$ cat config.mk
export PLATFORM = sky130hd
export DESIGN_NAME = timer_loader
export DESIGN_NICKNAME = d
export VERILOG_FILES = /design/src/rtl/timer_pkg.sv /design/src/rtl/bcd_digit_shifter.sv /design/src/rtl/timer_loader.sv
export SDC_FILE = /design/constraint.sdc
export NUM_CORES = 1
export LEC_CHECK = 0
export CAP_MARGIN = 20
export CORE_MARGIN = 10
export CORE_UTILIZATION = 46
export DETAILED_ROUTE_END_ITERATION = 10
export GPL_ROUTABILITY_DRIVEN = 0
export PLACE_DENSITY = 0.75
export SLEW_MARGIN = 5
export SYNTH_ARGS = -nofsm -noshare
export SYNTH_HDL_FRONTEND = slang
export SYNTH_SLANG_ARGS = --single-unit
$ cat constraint.sdc
create_clock -name clk -period 1.8 [get_ports clk]
set_input_delay 0.27 -clock clk [delete_from_list [all_inputs] [get_ports clk]]
set_output_delay 0.27 -clock clk [all_outputs]
set_load 0.03 [all_outputs]
$ cat src/rtl/timer_pkg.sv
// Shared types and constants for the timer loader.
//   state_e       : controller states IDLE, ENTRY, LOAD, RUN
//   bcd_t         : one 4-bit BCD keypad digit
//   MAX_SEC_TENS  : largest legal tens-of-seconds digit
//   is_bcd_digit  : true for digit codes 0..9
package timer_pkg;

  typedef enum logic [1:0] {
    ST_IDLE  = 2'd0,
    ST_ENTRY = 2'd1,
    ST_LOAD  = 2'd2,
    ST_RUN   = 2'd3
  } state_e;

  typedef logic [3:0] bcd_t;

  localparam bcd_t MAX_SEC_TENS = 4'd5;
  localparam logic [2:0] MAX_DIGITS = 3'd4;

  function automatic logic is_bcd_digit(input bcd_t d);
    return (d <= 4'd9);
  endfunction

endpackage

$ cat src/rtl/bcd_digit_shifter.sv
// Four-digit BCD entry register with digit counter.
// A new digit enters at the least significant position (sec_ones) and the
// older digits move up one place. Also applies the seconds-tens clamp when
// asked to, and clears on request.
// Ports:
//   clk, clrn     : clock, synchronous active-low reset
//   clear         : zero data and count (wins over everything else)
//   clamp_en      : saturate sec_tens to MAX_SEC_TENS this cycle
//   shift_en      : accept digit if fewer than four are held
//   digit         : BCD digit to insert
//   data          : {min_tens, min_ones, sec_tens, sec_ones}
//   count         : digits held, 0..4
//   full          : four digits held
module bcd_digit_shifter
  import timer_pkg::*;
(
  input  logic        clk,
  input  logic        clrn,
  input  logic        clear,
  input  logic        clamp_en,
  input  logic        shift_en,
  input  bcd_t        digit,
  output logic [15:0] data,
  output logic [2:0]  count,
  output logic        full
);

  logic [15:0] data_q, data_d;
  logic [2:0]  count_q, count_d;

  always_comb begin
    data_d  = data_q;
    count_d = count_q;
    if (clear) begin
      data_d  = '0;
      count_d = '0;
    end else if (clamp_en) begin
      if (data_q[7:4] > MAX_SEC_TENS) begin
        data_d[7:4] = MAX_SEC_TENS;
      end
    end else if (shift_en && (count_q < MAX_DIGITS)) begin
      data_d  = {data_q[11:0], digit};
      count_d = count_q + 3'd1;
    end
  end

  always_ff @(posedge clk) begin
    if (!clrn) begin
      data_q  <= '0;
      count_q <= '0;
    end else begin
      data_q  <= data_d;
      count_q <= count_d;
    end
  end

  assign data  = data_q;
  assign count = count_q;
  assign full  = (count_q == MAX_DIGITS);

endmodule

$ cat src/rtl/timer_loader.sv
// Keypad-driven loader for a cascaded BCD down-counter chain.
// Collects up to four BCD digits, parallel-loads them into the counters with
// an active-low strobe held LOAD_CYCLES cycles, then enables counting until
// the chain reports zero.
// Optional build macro TIMER_LOADER_SEC_CLAMP_EN: saturate sec_tens to 5 as
// the load begins; otherwise the entered digits are loaded unchanged.
// Ports:
//   clk, clrn          : clock, synchronous active-low reset
//   key_valid/key_digit: keypad strobe and BCD digit
//   start, cancel      : load-and-run request, abort
//   timer_zero         : zero flag from the counter chain
//   data               : load value to the counters
//   loadn, en          : parallel-load strobe (low active), count enable
//   busy, done         : LOAD/RUN indicator, end-of-run pulse
//   key_err            : pulse for a rejected digit
//   digit_count        : digits entered
//
// state | meaning
// IDLE  | nothing entered, waiting for a digit
// ENTRY | at least one digit accepted, waiting for more or start
// LOAD  | loadn held low, data frozen
// RUN   | counters enabled, waiting for timer_zero
module timer_loader
  import timer_pkg::*;
#(
  parameter int LOAD_CYCLES = 1
) (
  input  logic        clk,
  input  logic        clrn,
  input  logic        key_valid,
  input  logic [3:0]  key_digit,
  input  logic        start,
  input  logic        cancel,
  input  logic        timer_zero,
  output logic [15:0] data,
  output logic        loadn,
  output logic        en,
  output logic        busy,
  output logic        done,
  output logic        key_err,
  output logic [2:0]  digit_count
);

  // Load timer counts down from LOAD_CYCLES-1; terminal count ends LOAD.
  localparam logic [2:0] LOAD_INIT = 3'(LOAD_CYCLES - 1);

`ifdef TIMER_LOADER_SEC_CLAMP_EN
  localparam logic CLAMP_ON = 1'b1;
`else
  localparam logic CLAMP_ON = 1'b0;
`endif

  state_e     state_q, state_d;
  logic [2:0] load_cnt_q, load_cnt_d;
  logic       loadn_q, loadn_d;
  logic       en_q, en_d;
  logic       busy_q, busy_d;
  logic       done_q, done_d;
  logic       key_err_q, key_err_d;

  logic        shift_en;
  logic        clear;
  logic        load_go;
  logic        clamp_en;
  logic [15:0] sh_data;
  logic [2:0]  sh_count;
  logic        sh_full;

  bcd_digit_shifter u_shifter (
    .clk      (clk),
    .clrn     (clrn),
    .clear    (clear),
    .clamp_en (clamp_en),
    .shift_en (shift_en),
    .digit    (key_digit),
    .data     (sh_data),
    .count    (sh_count),
    .full     (sh_full)
  );

  assign clamp_en = load_go & CLAMP_ON;

  always_comb begin
    state_d    = state_q;
    load_cnt_d = load_cnt_q;
    loadn_d    = loadn_q;
    en_d       = en_q;
    done_d     = 1'b0;
    key_err_d  = 1'b0;
    shift_en   = 1'b0;
    clear      = 1'b0;
    load_go    = 1'b0;

    if (cancel) begin
      state_d = ST_IDLE;
      loadn_d = 1'b1;
      en_d    = 1'b0;
      clear   = 1'b1;
    end else begin
      unique case (state_q)
        ST_IDLE, ST_ENTRY: begin
          // An ignored start (IDLE, or nothing but zeros entered) does not
          // block a key in the same cycle; an accepted start swallows it.
          if (start && (state_q == ST_ENTRY) && (sh_data != 16'h0000)) begin
            state_d    = ST_LOAD;
            loadn_d    = 1'b0;
            load_cnt_d = LOAD_INIT;
            load_go    = 1'b1;
          end else if (key_valid) begin
            if (is_bcd_digit(key_digit) && !sh_full) begin
              shift_en = 1'b1;
              state_d  = ST_ENTRY;
            end else begin
              key_err_d = 1'b1;
            end
          end
        end
        ST_LOAD: begin
          if (load_cnt_q == 3'd0) begin
            state_d = ST_RUN;
            loadn_d = 1'b1;
            en_d    = 1'b1;
          end else begin
            load_cnt_d = load_cnt_q - 3'd1;
          end
        end
        ST_RUN: begin
          if (timer_zero) begin
            state_d = ST_IDLE;
            en_d    = 1'b0;
            done_d  = 1'b1;
            clear   = 1'b1;
          end
        end
        default: begin
          state_d = ST_IDLE;
          loadn_d = 1'b1;
          en_d    = 1'b0;
          clear   = 1'b1;
        end
      endcase
    end

    busy_d = (state_d == ST_LOAD) || (state_d == ST_RUN);
  end

  always_ff @(posedge clk) begin
    if (!clrn) begin
      state_q    <= ST_IDLE;
      load_cnt_q <= '0;
      loadn_q    <= 1'b1;
      en_q       <= 1'b0;
      busy_q     <= 1'b0;
      done_q     <= 1'b0;
      key_err_q  <= 1'b0;
    end else begin
      state_q    <= state_d;
      load_cnt_q <= load_cnt_d;
      loadn_q    <= loadn_d;
      en_q       <= en_d;
      busy_q     <= busy_d;
      done_q     <= done_d;
      key_err_q  <= key_err_d;
    end
  end

  assign data        = sh_data;
  assign digit_count = sh_count;
  assign loadn       = loadn_q;
  assign en          = en_q;
  assign busy        = busy_q;
  assign done        = done_q;
  assign key_err     = key_err_q;

endmodule
# Word-level counts from Yosys, hierarchy flattened
# Index checks and enable logic that the tools add are counted.
[word_totals] inputBits=10 elab_cells=69 register_bits=29
[op_classes] reduce_logical=18 n_mux=24 bitwise=4 eq_ne=10 order_cmp=2 addsub=2
[ops] operator="$reduce_bool A16 Y1" count=1
[ops] operator="$mux W1" count=12
[ops] operator="$mux W2" count=6
[ops] operator="$eq A2 B2 Y1 const B" count=4
[ops] operator="$ne A2 B2 Y1 const B" count=4
[ops] operator="$mux W3" count=2
[ops] operator="$pmux W2 S3" count=1
[ops] operator="$pmux W3 S2" count=1
[ops] operator="$reduce_and A3 Y1" count=2
[ops] operator="$reduce_or A2 Y1" count=3
[ops] operator="$reduce_or A5 Y1" count=1
[ops] operator="$le A4 B4 Y1 const B" count=1
[ops] operator="$logic_and A1 B1 Y1" count=4
[ops] operator="$not A1 Y1" count=4
[ops] operator="$pmux W1 S2" count=2
[ops] operator="$reduce_and A4 Y1" count=1
[ops] operator="$reduce_bool A2 Y1" count=2
[ops] operator="$add A3 B1 Y3 const B" count=1
[ops] operator="$eq A3 B3 Y1 const B" count=1
[ops] operator="$logic_not A3 Y1" count=1
[ops] operator="$lt A3 B3 Y1 const B" count=1
[ops] operator="$sub A3 B1 Y3 const B" count=1
[ops] operator="$eq A2 B1 Y1 const B" count=1
[ops] operator="$logic_not A2 Y1" count=1
[ops] operator="other kinds (2)" count=2

# Longest topological paths before layout
# Gate-level depths: netlist of run 1.
[depth] word_depth=10 ltp_mapped=6 ltp_nobuf=6

# Cells and area by module
# From an unflattened synthesis of run 1, not the netlist that was laid out.
[unflattened] cells_unflattened=162 area_unflattened_um2=1421.4
[by_module_without_submodules] mod="bcd_digit_shifter" n_inst=1 cells_each=94 seq_area_each_um2=380.4 area_per_inst_um2=882.1
[by_module_without_submodules] mod="timer_loader" n_inst=1 cells_each=68 seq_area_each_um2=200.2 area_per_inst_um2=539.3

# Worst setup path before layout of run 1
# No wires, ideal clock.
[synth_timing] path_kind="register to register" start="register u_shifter.data_q[11] (netlist: u_shifter.data[11])" end="register u_shifter.data_q[10] (netlist: u_shifter.data[10])" stages_incl_launch_ff=6 arrival_time_ns=1.573 setup_slack_ns=0.156 period_less_slack_ns=1.644 setup_time_ns=0.072 t_required_ns=1.728 path_cell_list="dfxtp_1 > nor4_4 > a41oi_4 > nor2_8 > buf_12 > mux2i_1"
[synth_via] elab_chain_cells=6
[synth_rtl] item="start, declared" line="bcd_digit_shifter.sv:28" source="logic [15:0] data_q, data_d;"
[synth_rtl] item="start signal, assigned" line="bcd_digit_shifter.sv:52" source="data_q <= data_d;"
[synth_rtl] item="$reduce_bool A16 Y1" line="timer_loader.sv:104" source="if (start && (state_q == ST_ENTRY) && (sh_data != 16'h0000)) begin"
[synth_rtl] item="$logic_and A1 B1 Y1" line="timer_loader.sv:104"
[synth_rtl] item="$mux W1" line="timer_loader.sv:104"
[synth_rtl] item="$mux W1" line="timer_loader.sv:100" source="unique case (state_q)"
[synth_rtl] item="$mux W1" line="timer_loader.sv:94" source="if (cancel) begin"
[synth_rtl] item="$logic_and A1 B1 Y1" line="bcd_digit_shifter.sv:41" source="end else if (shift_en && (count_q < MAX_DIGITS)) begin"
# No other way between the ends.
# A chain may end at the register's enable or synchronous reset.

# Final worst setup path of run 1
[layout_timing] start="register u_shifter.data_q[4] (netlist: u_shifter.data[4])" end="output port data[4]"
[layout_lines] item="end, declared" line="timer_loader.sv:35" source="output logic [15:0] data,"
# No word-level cell between the ends.

==> results of run 1 <==
## through the flow
stage          setup WS, ns  total power [mW]  hold slack (ns)  std cells  area (um^2)
6_report             0.0635              1.17            0.496        214         1870
5_1_grt             0.00643              1.22            0.494        214         1870
4_1_cts              0.0495              1.18            0.489        214         1870
3_5_place_dp         0.0368             0.779            0.487        207         1820
3_3_place_gp         0.0957             0.778            0.474        207         1820
2_1_floorplan         0.156             0.729            0.385        139         1410
## placed cells by master (no fill, tap or decap), drive strengths merged, types with 2 or more instances in the layout
cell type	synthesis	layout
buf	4	7
nor3	2	2
nand2b	2	2
mux2i	17	17
ha	4	4
clkbuf	1	7
inv	6	6
a21oi	2	2
and3	2	2
o41ai	2	2
clkdlybuf4s50	0	33
nor2	8	8
nor2b	3	3
nand2	27	27
dfxtp	29	29
o21ai	6	6
nor4	5	5
a31oi	4	4
o21a	3	3
## power groups by stage
stage | Sequential (mW) | Combinational [mW] | Clock [mW]
finish | 0.650 | 0.114 | 0.401
CTS | 0.651 | 0.115 | 0.416
detailed placement | 0.666 | 0.114 | 0
global route | 0.652 | 0.122 | 0.451
floorplan | 0.669 | 0.0594 | 0
global placement | 0.665 | 0.112 | 0
## layout make-up
| class | count | area (um^2) | area share |
|---|---|---|---|
| flip-flops and latches | 29 | 581 | 0.310 |
| well taps | 33 | 41.3 | 0.0221 |
| multi-input cells | 99 | 763 | 0.408 |
| clock buffers | 7 | 55.1 | 0.0294 |
| inverters | 6 | 22.5 | 0.0120 |
| repair buffers | 40 | 408 | 0.218 |
## cell families (layout without fill, tap and decap cells)
logic type | Yosys count | after routing
adder cells (fa/ha/maj) | 4 | 4
AND/OR/NAND/NOR | 54 | 54
AO/OA/AOI/OAI | 24 | 24
flip-flops | 29 | 29
multiplexers | 17 | 17
buffers and inverters | 11 | 53
## worst reg2reg max path, stage by stage, from the launching register on
cell and delay, ns:
dfxtp_1 0.37, inv_1 0.09, ha_1 0.22, or4b_2 0.61
o21ai_0 0.09, a31oi_1 0.10, o41ai_1 0.06
## worst max-delay path by stage
stage | startpoint | to | slack (ns) | cells past startpoint
4_1_cts | u_shifter.data[0] | data[0] | 0.05 | 1
5_1_grt | u_shifter.count[2] | digit_count[2] | 0.006 | 1
3_3_place_gp | cancel | load_cnt_q[2] | 0.1 | 5
6_report | u_shifter.data[4] | data[4] | 0.06 | 1
2_1_floorplan | u_shifter.data[11] | u_shifter.data[10] | 0.16 | 5
3_5_place_dp | key_digit[2] | u_shifter.data[10] | 0.04 | 7
## registers in the layout, indices dropped and copies added (netlist names)
name,cells
u_shifter.data,16
loadn,1
key_err,1
state_q,2
load_cnt_q,3
en,1
done,1
u_shifter.count,3
busy,1
## layer usage
metal	wire length, um	vias up	share of wire	GRT usage
met5	0	-	0	0
met3	354	5	0.11	0.0729
met4	51	0	0.015	0.0495
met1	1290	559	0.39	0.119
met2	1620	36	0.49	0.211
li1	-	579	-	-
==> qor.log, run 1 <==
[logic_synthesis] share of the synthesized area in the top cell type 0.411
[worst_setup_path] type of destination of the critical path primary output
[timing] final setup fails 0
[timing] Final Slew Violations 0
[logic_synthesis] most frequent cells after synthesis 29 x dfxtp_1, 27 x nand2_1, 17 x mux2i_1
[worst_hold_path] cell depth of the worst hold path 3
[pwr] sequential power share 0.558
[timing] final number of hold-violating endpoints 0
[layout] ant diodes 0
[layout] net count reported at finish 195
[logic_synthesis] warning count from the yosys run 0
[layout] fraction of layout cells with a size suffix above 1 0.138
[timing] tightest slew margin relative to the limit 0.705
[cts] CTS Hold Bufs 0
[timing] Final Cycle Share 0.965
[worst_setup_path] series of cell instances along the critical path clkdlybuf4s50_1
[logic_synthesis] post-synthesis cell type count 36
[worst_hold_path] worst min-delay path category input port to flip-flop
[cts] Worst-Skew Late Latency 0.33 ns
[logic_synthesis] compound-gate portion of the synthesized area 0.133
[logic_synthesis] number of standard cells after synthesis 139
[cts] Clock Path Buffers 2
[pwr] Gate power share 0.098
[cts] count of H-tree levels built during CTS 2
[cts] clock tree from TritonCTS done
[floorplanning] initial core utilization 0.470
[pwr] Clock power frac 0.344
[cts] post-CTS setup buffers 0
[logic_synthesis] Primary FF master, synth dfxtp_1
[floorplanning] area of the die 5680 um^2
[cts] post-cts gate resize count 0
[cts] clock buffers created by TritonCTS 5
[logic_synthesis] sequential area share after synthesis 0.411
[timing] aggregate negative setup slack 0 ns
[layout] number of inserted filler cells in the final layout 283
[logic_synthesis] most common cell in the netlist dfxtp_1
[pwr] Sw Pwr 0.277 mW
[layout] utilization after layout 0.623
[floorplanning] top-level I/O count 34
[cts] clock-pin slew of the registers on the worst-case setup and hold paths 0.08 ns
[logic_synthesis] number of synthesized flops with an enable pin 0
[logic_synthesis] average instance area after synthesis 10.2 um^2
[worst_setup_path] stage delay of the slowest cell on the critical path 0.72 ns
[run] number of max-cap violations 0
[timing] minimum clock period after layout 1.74 ns
[floorplanning] placement row count 20
[global_route] first-pass GRT wire length 5390 um
[detailed_routing] remaining routing DRC violations 0
[detailed_routing] wire length per cell after detailed routing 15.5 um
[global_route] maximum number of pins on one net before global-route repair 26
[worst_setup_path] cell with the largest stage delay on the worst path clkdlybuf4s50_1
[layout] signed area change from the synthesized netlist to the final layout 32.5%
[worst_setup_path] r2r startpoint load_cnt_q[0]
[detailed_routing] routed vias/inst 5.51
[detailed_routing] DRC violation total after the first TritonRoute iteration 72
[worst_setup_path] setup slack on the worst flop-to-flop path 0.15 ns
[logic_synthesis] simple-gate share of the synthesized area 0.252
[timing] worst slew pin tran 0.442 ns
[pwr] Max IR drop VDD 0.000413 V
[worst_setup_path] end of the worst register-to-register path load_cnt_q[2]
[logic_synthesis] Post-Synth XOR/XNOR Area 0
[worst_setup_path] arrival time at the worst endpoint 1.47 ns
[worst_setup_path] sort of element at the start of the critical path flip-flop
[timing] maximum clock skew at final layout 0.00496 ns
[pwr] leakage power 0.673 nW
[logic_synthesis] top area cells in the synthesized netlist dfxtp_1 41%, mux2i_1 12%, nand2_1 7.2%
[global_route] global route overflow 0
[logic_synthesis] library cell occupying the most area in the post-synthesis netlist dfxtp_1
[worst_setup_path] worst reg-to-reg path cell count 6
[pwr] proportion of total power due to net switching 0.238
[worst_hold_path] Hold Path End u_shifter.data[0]
[place] number of I/O port buffers 33
[logic_synthesis] cell area after technology mapping 1410 um^2
[detailed_routing] total wirelength of the detailed-routed design 3320 um
[floorplanning] die height 75.4 um
[worst_setup_path] number of buffer and inverter stages on the critical path 1
[place] HPWL after DPL 2590 um
[outcome] outcome finished clean
[cts] buffer type at the clock tree root clkbuf_4
[logic_synthesis] post-synthesis async set-or-reset flop share 0
[detailed_routing] post-detailed-route count of antenna-violating nets 0
[global_route] number of global-route vias before repair 1,238
[logic_synthesis] post-synthesis sequential element count 29
[logic_synthesis] net count of the mapped netlist 153
[worst_setup_path] category of the critical setup timing path flip-flop to primary output
[floorplanning] chip width 75.4 um
[detailed_routing] number of optimization iterations in the first detailed-route pass 4
[worst_setup_path] required time reported for the critical path endpoint 1.53 ns
[worst_setup_path] cell type group with the largest total delay on the critical path buffers and inverters
[logic_synthesis] dominant combinational cell family by area after synthesis simple AND/OR/NAND/NOR gates
[logic_synthesis] multiplexer area fraction after synthesis 0.121
[timing] RSZ-0062 raised after global routing no
[pwr] Power per Cell Area 623 nW/um^2
[logic_synthesis] adder and majority gate portion of the synthesized area 0.0355
[floorplanning] area of the core 3000 um^2
[pwr] Internal Power 0.888 mW
[global_route] aggregate global-route resource usage 0.123
[global_route] number of antenna violations at the first check in global routing 0
[detailed_routing] total via count in the routed design 1,179
[worst_hold_path] min-delay src key_digit[0]
[timing] timing-limited maximum frequency 0.576 GHz
[worst_setup_path] Critical Path Fanout Max 3
[cts] clk sinks 29
Power figures use the tool's default switching activity.
==> run 2, diff against run 1 <==
--- a/config.mk
+++ b/config.mk
@@ -11,6 +11,7 @@
 export DETAILED_ROUTE_END_ITERATION = 10
 export GPL_ROUTABILITY_DRIVEN = 0
 export PLACE_DENSITY = 0.75
+export REMOVE_ABC_BUFFERS = 1
 export SLEW_MARGIN = 5
 export SYNTH_ARGS = -nofsm -noshare
 export SYNTH_HDL_FRONTEND = slang
==> qor.log, run 2 (same netlist as run 1, synthesis figures left out) <==
[pwr] Internal Power 0.891 mW
[detailed_routing] total wirelength of the detailed-routed design 3270 um
[layout] fraction of layout cells with a size suffix above 1 0.138
[floorplanning] chip width 75.4 um
[outcome] outcome finished clean
[detailed_routing] total via count in the routed design 1,176
[global_route] number of global-route vias before repair 1,166
[pwr] Max IR drop VDD 0.000418 V
[worst_hold_path] worst min-delay path category input port to flip-flop
[timing] maximum clock skew at final layout 0.00810 ns
[place] placement-stage worst setup slack -0.0283 ns
[worst_setup_path] category of the critical setup timing path flip-flop to primary output
[pwr] Gate power share 0.101
[layout] ant diodes 0
[worst_setup_path] Critical Path Fanout Max 3
[timing] final setup fails 0
[global_route] global route overflow 0
[floorplanning] area of the core 3000 um^2
[pwr] leakage power 0.695 nW
[cts] Clock Path Buffers 2
[global_route] aggregate global-route resource usage 0.124
[timing] timing-limited maximum frequency 0.575 GHz
[cts] post-cts gate resize count 0
[floorplanning] placement row count 20
[cts] clock tree from TritonCTS done
[timing] Final Cycle Share 0.965
[timing] aggregate negative setup slack 0 ns
[layout] net count reported at finish 195
[cts] clock buffers created by TritonCTS 5
[worst_setup_path] cell with the largest stage delay on the worst path clkdlybuf4s50_1
[cts] count of H-tree levels built during CTS 2
[run] number of max-cap violations 0
[cts] Worst-Skew Late Latency 0.32 ns
[detailed_routing] DRC violation total after the first TritonRoute iteration 102
[layout] signed area change from the synthesized netlist to the final layout 33.7%
[pwr] Power per Cell Area 621 nW/um^2
[cts] clock-pin slew of the registers on the worst-case setup and hold paths 0.09 ns
[cts] CTS Hold Bufs 0
[worst_setup_path] arrival time at the worst endpoint 1.47 ns
[layout] commonest cells after routing, fill and taps aside 32 x clkdlybuf4s50_1, 29 x dfxtp_1, 27 x nand2_1, 17 x mux2i_1
[worst_setup_path] series of cell instances along the critical path clkdlybuf4s50_1
[worst_setup_path] stage delay of the slowest cell on the critical path 0.71 ns
[pwr] proportion of total power due to net switching 0.239
[detailed_routing] remaining routing DRC violations 0
[detailed_routing] number of optimization iterations in the first detailed-route pass 4
[timing] Final Slew Violations 0
[worst_setup_path] cell type group with the largest total delay on the critical path buffers and inverters
[pwr] Clock power frac 0.343
[pwr] total power consumption of the routed design 1.17 mW
[pwr] Sw Pwr 0.280 mW
[timing] tightest slew margin relative to the limit 0.710
[detailed_routing] post-detailed-route count of antenna-violating nets 0
[floorplanning] initial core utilization 0.470
[timing] worst hold-check slack 0.502 ns
[worst_setup_path] setup slack on the worst flop-to-flop path 0.13 ns
[worst_setup_path] required time reported for the critical path endpoint 1.53 ns
[worst_setup_path] number of buffer and inverter stages on the critical path 1
[timing] least setup slack across all paths after layout 0.0623 ns
[floorplanning] die height 75.4 um
[cts] buffer type at the clock tree root clkbuf_4
[global_route] number of antenna violations at the first check in global routing 0
[worst_setup_path] type of destination of the critical path primary output
[floorplanning] area of the die 5680 um^2
[timing] worst slew pin tran 0.434 ns
[global_route] maximum number of pins on one net before global-route repair 26
[global_route] first-pass GRT wire length 5470 um
[floorplanning] top-level I/O count 34
[place] number of I/O port buffers 33
[detailed_routing] wire length per cell after detailed routing 15.3 um
[worst_setup_path] sort of element at the start of the critical path flip-flop
[cts] post-CTS setup buffers 0
[timing] final number of hold-violating endpoints 0
[layout] most common library cell in the layout ignoring fill and taps clkdlybuf4s50_1
[detailed_routing] routed vias/inst 5.50
[cts] clk sinks 29
[timing] minimum clock period after layout 1.74 ns
[place] HPWL after DPL 2580 um
[pwr] sequential power share 0.556
[layout] flip-flop count of the largest register after layout 16
[timing] RSZ-0062 raised after global routing no
[run 2: tightest hold or removal path, delay by kind of cell]
kind	cells	cell delay (ns)
multiplexers	1	0.06
buffers and inverters	1	0.40
AND/OR/NAND/NOR	1	0.06
[run 2: power groups by stage]
stage          Combinational [mW]  Sequential (mW)  Clock, mW
5_1_grt                     0.127            0.652      0.442
3_3_place_gp                0.116            0.665          0
2_1_floorplan              0.0496            0.671          0
6_report                    0.119            0.651      0.402
3_5_place_dp                0.118            0.666          0
4_1_cts                     0.119            0.651      0.408
[run 2: final cells by class]
class                           count  area [um^2]
Fill cell                         268         1120
Multi-Input combinational cell     99          764
Sequential cell                    29          581
Timing Repair Buffer               40          423
Clock buffer                        7         55.1
Tap cell                           33         41.3
Inverter                            6         22.5
[run 2: layer usage]
layer / part of all wire / vias up / global-route usage / wire length [um]
met2: 0.52 / 27 / 0.213 / 1690
li1: - / 587 / - / -
met5: 0 / - / 0 / 0
met3: 0.057 / 6 / 0.0456 / 185
met4: 0.013 / 0 / 0.0412 / 44
met1: 0.41 / 556 / 0.137 / 1350
[run 2: worst paths after layout]
kind                            cells past startpoint          startpoint            endpoint
worst max register to register                      6       load_cnt_q[0]       load_cnt_q[2]
worst min-delay path                                3        key_digit[0]   u_shifter.data[0]
worst max-delay path                                1   u_shifter.data[2]             data[2]
worst min register to register                      2  u_shifter.count[1]  u_shifter.count[1]
[run 2: stage by stage]
step | utilization | instance area (um^2) | cells
final | 0.628 | 1890 | 214
after CTS | 0.627 | 1880 | 214
after detailed placement | 0.609 | 1830 | 207
after floorplan | - | 1370 | 134
after global placement | 0.609 | 1830 | 207
after global routing | 0.628 | 1890 | 214
==> run 3, diff against run 2 <==
==> constraint.sdc (replaced) <==
create_clock -name clk -period 2.05 [get_ports clk]
set_input_delay 0.3075 -clock clk [delete_from_list [all_inputs] [get_ports clk]]
set_output_delay 0.3075 -clock clk [all_outputs]
set_load 0.03 [all_outputs]
==> qor.log, run 3 (same netlist as run 1, synthesis figures left out) <==
[cts] clock-pin slew of the registers on the worst-case setup and hold paths 0.10 ns
[timing] tightest slew margin relative to the limit 0.722
[floorplanning] die height 75.4 um
[detailed_routing] total via count in the routed design 1,156
[cts] clk sinks 29
[timing] worst hold-check slack 0.509 ns
[pwr] Power per Cell Area 660 nW/um^2
[worst_setup_path] cell with the largest stage delay on the worst path clkdlybuf4s50_1
[run] number of max-cap violations 0
[worst_setup_path] r2r startpoint u_shifter.data[11]
[layout] sequential cell area 581 um^2
[worst_setup_path] Critical Path Fanout Max 3
[global_route] aggregate global-route resource usage 0.116
[layout] utilization after layout 0.627
[worst_setup_path] stage delay of the slowest cell on the critical path 0.71 ns
[worst_hold_path] worst min-delay path category flip-flop to flip-flop
[worst_setup_path] worst reg-to-reg path cell count 4
[timing] Final Cycle Share 0.853
[cts] Clock Path Buffers 2
[timing] minimum clock period after layout 1.75 ns
[floorplanning] initial core utilization 0.470
[outcome] outcome finished clean
[worst_setup_path] number of buffer and inverter stages on the critical path 1
[layout] signed area change from the synthesized netlist to the final layout 33.4%
[layout] net count reported at finish 192
[global_route] number of antenna violations at the first check in global routing 0
[floorplanning] placement row count 20
[detailed_routing] remaining routing DRC violations 0
[cts] Worst-Skew Late Latency 0.32 ns
[detailed_routing] routed vias/inst 5.45
[worst_setup_path] category of the critical setup timing path flip-flop to primary output
[layout] number of inserted filler cells in the final layout 260
[worst_hold_path] Hold Path End u_shifter.count[1]
[global_route] global route overflow 0
[place] instance area after placement 1780 um^2
[global_route] number of global-route vias before repair 1,119
[detailed_routing] DRC violation total after the first TritonRoute iteration 111
[worst_setup_path] series of cell instances along the critical path clkdlybuf4s50_1
[layout] area taken by multi-input logic gates 763 um^2
[layout] area of all placed cells without fillers 1880 um^2
[worst_setup_path] cell type group with the largest total delay on the critical path buffers and inverters
[place] number of I/O port buffers 33
[floorplanning] top-level I/O count 34
[layout] fraction of layout cells with a size suffix above 1 0.134
[layout] most common library cell in the layout ignoring fill and taps clkdlybuf4s50_1
[layout] non-filler instance count after layout 212
[timing] worst slew pin tran 0.416 ns
[cts] post-CTS setup buffers 0
[detailed_routing] number of optimization iterations in the first detailed-route pass 4
[place] count of placed standard cells including taps 204
[floorplanning] area of the core 3000 um^2
[cts] clock tree from TritonCTS done
[layout] flip-flop count of the largest register after layout 16
[global_route] maximum number of pins on one net before global-route repair 22
[timing] timing-limited maximum frequency 0.572 GHz
[worst_setup_path] required time reported for the critical path endpoint 1.74 ns
[worst_setup_path] type of destination of the critical path primary output
[timing] RSZ-0062 raised after global routing no
[worst_setup_path] arrival time at the worst endpoint 1.44 ns
[pwr] Max IR drop VDD 0.000439 V
[layout] commonest cells after routing, fill and taps aside 33 x clkdlybuf4s50_1, 29 x dfxtp_1, 27 x nand2_1, 17 x mux2i_1
[detailed_routing] post-detailed-route count of antenna-violating nets 0
[detailed_routing] wire length per cell after detailed routing 14.8 um
[timing] Final Slew Violations 0
[worst_hold_path] min-delay src u_shifter.count[1]
[pwr] total power consumption of the routed design 1.24 mW
[timing] maximum clock skew at final layout 0.0107 ns
[place] placement-stage worst setup slack 0.114 ns
[place] HPWL after DPL 2430 um
[floorplanning] area of the die 5680 um^2
[cts] clock buffers created by TritonCTS 5
[worst_setup_path] sort of element at the start of the critical path flip-flop
[timing] final number of hold-violating endpoints 0
[worst_setup_path] end of the worst register-to-register path u_shifter.data[12]
[cts] post-cts gate resize count 0
[timing] aggregate negative setup slack 0 ns
[timing] least setup slack across all paths after layout 0.302 ns
[global_route] first-pass GRT wire length 5190 um
[worst_hold_path] cell depth of the worst hold path 2
[cts] count of H-tree levels built during CTS 2
[timing] final setup fails 0
[worst_setup_path] setup slack on the worst flop-to-flop path 0.35 ns
[layout] ant diodes 0
[pwr] leakage power 0.678 nW
[cts] CTS Hold Bufs 0
[detailed_routing] total wirelength of the detailed-routed design 3130 um
[floorplanning] chip width 75.4 um
[cts] buffer type at the clock tree root clkbuf_4
[run 3: worst max path at each step]
stage | from | end | depth (start not counted)
3_5_place_dp | key_digit[1] | u_shifter.data[12] | 6
4_1_cts | u_shifter.data[4] | data[4] | 1
3_3_place_gp | cancel | u_shifter.data[15] | 5
2_1_floorplan | u_shifter.data[11] | u_shifter.data[10] | 4
5_1_grt | u_shifter.data[0] | u_shifter.data[14] | 4
6_report | u_shifter.data[4] | data[4] | 1
[run 3: final cells by class]
class,instances,area share
Timing Repair Buffer,37,0.198
Sequential cell,29,0.308
Multi-Input combinational cell,99,0.405
Clock inverter,3,0.0346
Clock buffer,5,0.0199
Tap cell,33,0.0219
Inverter,6,0.0120
[run 3: report_power, final]
group          switching [mW]  leakage (nW)  internal (mW)
sequential            0.00476         0.234          0.567
clock                   0.201        0.0552          0.378
combinational          0.0466         0.389         0.0474
[run 3: layer usage]
layer | part of all wire | wire length, um | global-route usage | vias up
met3 | 0.035 | 109 | 0.0234 | 7
met4 | 0.018 | 55 | 0.0536 | 0
met2 | 0.52 | 1620 | 0.195 | 24
met5 | 0 | 0 | 0 | -
li1 | - | - | - | 584
met1 | 0.43 | 1350 | 0.139 | 541
